$ cat src/rtl/fetch_sequencer_pkg.sv
// Shared definitions for the fetch/decode/execute controller: state encodings,
// opcode defaults and the watchdog defaults reused by the execute unit.
package fetch_sequencer_pkg;

  localparam int         DEF_OPCODE_W    = 5;
  localparam logic [4:0] DEF_HALT_OPCODE = 5'h1F;
  localparam logic [4:0] DEF_JMP_OPCODE  = 5'h1E;
  localparam int         DEF_TIMEOUT     = 15;
  localparam int         DEF_TMO_W       = 4;

  typedef enum logic [2:0] {
    ST_IDLE   = 3'd0,
    ST_FETCH  = 3'd1,
    ST_LOAD   = 3'd2,
    ST_DECODE = 3'd3,
    ST_EXEC   = 3'd4,
    ST_HALTED = 3'd5,
    ST_FAULT  = 3'd6
  } state_t;

  // Where the sequencer goes once an instruction has completed.
  function automatic state_t after_instr(input logic run);
    return run ? ST_FETCH : ST_IDLE;
  endfunction

endpackage

$ cat src/rtl/fetch_sequencer_exec_watchdog.sv
// Execute-phase watchdog: counts EXEC cycles without exec_done and flags the
// cycle on which the count would reach TIMEOUT.
module fetch_sequencer_exec_watchdog #(
  parameter int TMO_W   = 4,
  parameter int TIMEOUT = 15
) (
  input  logic clk,
  input  logic rst_n,
  input  logic clear,
  input  logic enable,
  output logic expired
);

  localparam logic [TMO_W-1:0] LAST = TMO_W'(TIMEOUT - 1);

  logic [TMO_W-1:0] count_q;

  always_ff @(posedge clk or negedge rst_n) begin
    if (!rst_n) begin
      count_q <= '0;
    end else if (clear) begin
      count_q <= '0;
    end else if (enable) begin
      count_q <= count_q + TMO_W'(1);
    end
  end

  // High on the edge where the count steps to TIMEOUT.
  assign expired = enable && (count_q == LAST);

endmodule

$ cat src/rtl/fetch_sequencer.sv
// Multi-cycle fetch/decode/execute controller for the 16-bit core: sequences
// memory read, IR load, PC step, opcode classification and execute handshake.
module fetch_sequencer
  import fetch_sequencer_pkg::*;
#(
  parameter int                  OPCODE_W    = DEF_OPCODE_W,
  parameter logic [OPCODE_W-1:0] HALT_OPCODE = DEF_HALT_OPCODE,
  parameter logic [OPCODE_W-1:0] JMP_OPCODE  = DEF_JMP_OPCODE,
  parameter int                  TIMEOUT     = DEF_TIMEOUT,
  parameter int                  TMO_W       = DEF_TMO_W
) (
  input  logic                clk,
  input  logic                rst_n,
  input  logic                run,
  input  logic                mem_rd_ack,
  input  logic [OPCODE_W-1:0] ir_opcode,
  input  logic                exec_done,
  output logic                mem_rd_req,
  output logic                ir_load,
  output logic                pc_inc,
  output logic                pc_load,
  output logic                exec_start,
  output logic                halted,
  output logic                fault,
  output logic [2:0]          state_dbg
);

  // Handshakes: mem_rd_req is a level held from the first FETCH cycle until the
  // edge that samples mem_rd_ack high; an ack outside FETCH is ignored.
  // exec_start is a one-cycle pulse; exec_done is sampled only while in EXEC.

  state_t state_q, state_d;
  logic   is_halt, is_jmp;
  logic   wd_clear, wd_enable, wd_expired;

  assign is_halt = (ir_opcode == HALT_OPCODE);
  assign is_jmp  = (ir_opcode == JMP_OPCODE);

  assign wd_clear  = (state_q == ST_DECODE);
  assign wd_enable = (state_q == ST_EXEC) && !exec_done;

  fetch_sequencer_exec_watchdog #(
    .TMO_W   (TMO_W),
    .TIMEOUT (TIMEOUT)
  ) u_watchdog (
    .clk     (clk),
    .rst_n   (rst_n),
    .clear   (wd_clear),
    .enable  (wd_enable),
    .expired (wd_expired)
  );

  always_comb begin
    state_d = state_q;
    case (state_q)
      ST_IDLE:   if (run) state_d = ST_FETCH;
      ST_FETCH:  if (mem_rd_ack) state_d = ST_LOAD;
      ST_LOAD:   state_d = ST_DECODE;
      ST_DECODE: begin
        if (is_halt)     state_d = ST_HALTED;
        else if (is_jmp) state_d = after_instr(run);
        else             state_d = ST_EXEC;
      end
      // Completion takes priority over a watchdog expiring on the same edge.
      ST_EXEC: begin
        if (exec_done)       state_d = after_instr(run);
        else if (wd_expired) state_d = ST_FAULT;
      end
      ST_HALTED: state_d = ST_HALTED;
      ST_FAULT:  state_d = ST_FAULT;
      default:   state_d = ST_IDLE;
    endcase
  end

  always_ff @(posedge clk or negedge rst_n) begin
    if (!rst_n) begin
      state_q    <= ST_IDLE;
      mem_rd_req <= 1'b0;
      ir_load    <= 1'b0;
      pc_inc     <= 1'b0;
      halted     <= 1'b0;
      fault      <= 1'b0;
    end else begin
      state_q    <= state_d;
      mem_rd_req <= (state_d == ST_FETCH);
      ir_load    <= (state_d == ST_LOAD);
      pc_inc     <= (state_d == ST_LOAD);
      halted     <= (state_d == ST_HALTED);
      fault      <= (state_d == ST_FAULT);
    end
  end

  // The opcode is only valid once the IR has latched, i.e. during DECODE itself,
  // so these two strobes decode the registered state against the registered IR.
  assign pc_load    = (state_q == ST_DECODE) && is_jmp;
  assign exec_start = (state_q == ST_DECODE) && !is_jmp && !is_halt;

  assign state_dbg = state_q;

endmodule

$ cat config.mk
export PLATFORM = sky130hd
export DESIGN_NAME = fetch_sequencer
export DESIGN_NICKNAME = d
export VERILOG_FILES = /design/src/rtl/fetch_sequencer_pkg.sv /design/src/rtl/fetch_sequencer_exec_watchdog.sv /design/src/rtl/fetch_sequencer.sv
export SDC_FILE = /design/constraint.sdc
export NUM_CORES = 1
export LEC_CHECK = 0
export ABC_CLOCK_PERIOD_IN_PS = 2580
export BUFFER_PORTS_ARGS = -buffer_cell sky130_fd_sc_hd__buf_2
export CAP_MARGIN = 20
export CORE_AREA = 2 2 39 41
export DETAILED_ROUTE_END_ITERATION = 8
export DIE_AREA = 0 0 41 43
export GPL_TIMING_DRIVEN = 0
export PLACE_DENSITY = 0.81
export SYNTH_ARGS = -nofsm -noshare
export SYNTH_HDL_FRONTEND = slang
export SYNTH_SLANG_ARGS = --single-unit
$ cat constraint.sdc
create_clock -name clk -period 2.58 [get_ports clk]
set_input_delay 0.129 -clock clk [delete_from_list [all_inputs] [get_ports clk]]
set_output_delay 0.129 -clock clk [all_outputs]
set_load 0.05 [all_outputs]
==> results.ini <==
[status]
status=completed

[detailed_routing]
drt_iter0_drc=5
ant_nets=0
first_pass_iters=4
routedWlPerCell_um=12.4
dr_total_vias=537
wl_um=1260
drc=0
via_per_inst=5.32

[placement]
dp_hpwl_um=968
gp_congestion=0.740
portBuffers=19

[yosys]
synth_top_area_frac=0.443
ys_warn_count=0
syn_nets=73
synth_area_leaders=dfrtp_1, ha_1, a21oi_1
synth_seq_cells=11
synth_ff_type=dfrtp_1
synth_cells=61
yosysSeqAreaShare=0.443
netlist_area_um2=622
async_flop_share=1.00
synth_area_leader_cell=dfrtp_1
synth_cell_type_count=33
syn_area_per_cell_um2=10.2
synth-edff-count=0

[timing]
period_needed_ns=1.79
worst_slew_pin_slew_ns=0.396
drv_slew=0
fmaxAchievable_ghz=0.558
setup_viol=0
rsz0062_at_grt=no
slew_headroom=0.736
hold_viol=0
final.setup_skew_ns=0.00446
finalSetupTns_ns=0
post-route-period-util=0.695

[worst_setup_path]
cp_top_family=buffers and inverters
slowest_delay_ns=0.46
crit_fanout=10
crit_path_end_kind=output pin
crit_arrival_ns=1.66
r2r_start=state_dbg[0]$_DFF_PN0_
critPathKind=reg2out
r2r_setup_slack_ns=1.14
critPathBufInv=2
reg2reg_to=halted$_DFF_PN0_
crit_chain=dlymetal6s2s_1, nand2_1, nor3_1, buf_2
required_ns=2.45
critPathLaunchType=flip-flop
critPathLaunch=state_dbg[1]$_DFF_PN0_
worstRegToRegCells=4
crit_slowest_cell=dfrtp_1

[grt]
grt_pass1_vias=514
grt_start_max_net_pins=12
antenna_found_initial=0
grt.total_usage=0.178
grt_pass1_wl_um=2140
globalRouteOverflowTotal=0

[clocking]
clk_path_buf_depth=2
cts.clk_slew.worst_paths_ns=0.07
cts_resized=0
cts_tree=yes
insertion_delay_ns=0.27
htreeDepth=1
clock_sinks=11
cts-root-buf=clkbuf_4
cts_buffers=3

[power]
power_density_nw_per_um2=1190
leakagePower_nw=0.396
total_power_mw=0.922
peakVddDrop_mv=0.413

[layout]
nets=98
layout_commonest_cell=buf_2
most-common-layout-cells=buf_2, dfrtp_1, nor2_1
nFillCells=131
antenna_cells=0
area_growth_pct=24.5
drive_gt1_frac=0.365

[min_path]
worstHoldEndpoint=pc_inc$_DFF_PN0_
hold_start=mem_rd_ack
min_path_type=in2reg
min_path_cells=2

[run]
maxCapViolCount=0

[die]
die_y_um=43
die_area_um2=1760
coreArea_um2=1380
io_pins=20
num_rows=14
initial_core_util=0.449
dieWidth_um=41

[worst max-delay path by stage]
stage,to,slack (ns),cells after the start
6_report,pc_load,0.79,4
3_5_place_dp,pc_load,1.07,4
5_1_grt,pc_load,0.56,4
2_1_floorplan,pc_load,0.27,3
3_3_place_gp,pc_load,1.10,4
4_1_cts,pc_load,0.76,4
[metal layers]
metal / up-vias / part of all wire / GRT usage
met4: 0 / 0.0040 / 0.0600
li1: 269 / - / -
met3: 2 / 0.044 / 0.0471
met5: - / 0 / 0
met1: 253 / 0.41 / 0.218
met2: 13 / 0.54 / 0.288
[power breakdown]
group,switching (mW),internal (mW)
Sequential,0.0803,0.231
Clock,0.0610,0.0574
Combinational,0.327,0.166
Total,0.468,0.455
[repair_timing]
item,CTS,global route
endpoints found under the hold margin,11,0
hold buffers,1,0
setup buffers,0,0
[cell families after synthesis]
| family | share of synthesized area |
|---|---|
| adder cells (fa/ha/maj) | 0.0402 |
| buffers and inverters | 0.0624 |
| AO/OA/AOI/OAI | 0.165 |
| AND/OR/NAND/NOR | 0.290 |
| flip-flops | 0.443 |
[registers in the layout, summed over array words and instances (netlist names)]
signal / count
pc_inc: 1
fault: 1
state_dbg: 3
u_watchdog.count_q: 4
mem_rd_req: 1
halted: 1
[final cells by class]
type	count	area, µm²	area share
buffer	2	20.0	0.0258
clock buffer	3	22.5	0.0291
clock inverter	1	5.00	0.00646
inverter	5	18.8	0.0242
multi-input combinational	43	308	0.397
sequential	11	275	0.355
tap	16	20.0	0.0258
timing repair buffer	20	105	0.136
[metrics by stage]
| stage | utilization | worst slack [ns] | hold WS [ns] | std cells | cell area, µm² |
|---|---|---|---|---|---|
| floorplan | - | 0.272 | -0.167 | 61 | 622 |
| global placement | 0.533 | 1.10 | 0.00295 | 96 | 737 |
| detailed placement | 0.533 | 1.07 | 0.00926 | 96 | 737 |
| CTS | 0.560 | 0.764 | 0.187 | 101 | 774 |
| global route | 0.560 | 0.562 | 0.200 | 101 | 774 |
| finish | 0.560 | 0.788 | 0.187 | 101 | 774 |
[cell usage after synthesis (2+ instances only)]
master,n
nor2_1,5
ha_1,2
or2b_1,2
nand2_1,4
a221oi_1,2
a21oi_1,4
inv_1,4
nor3_1,2
o21ai_1,2
dfrtp_1,11
(Power assumes the default switching activity.)
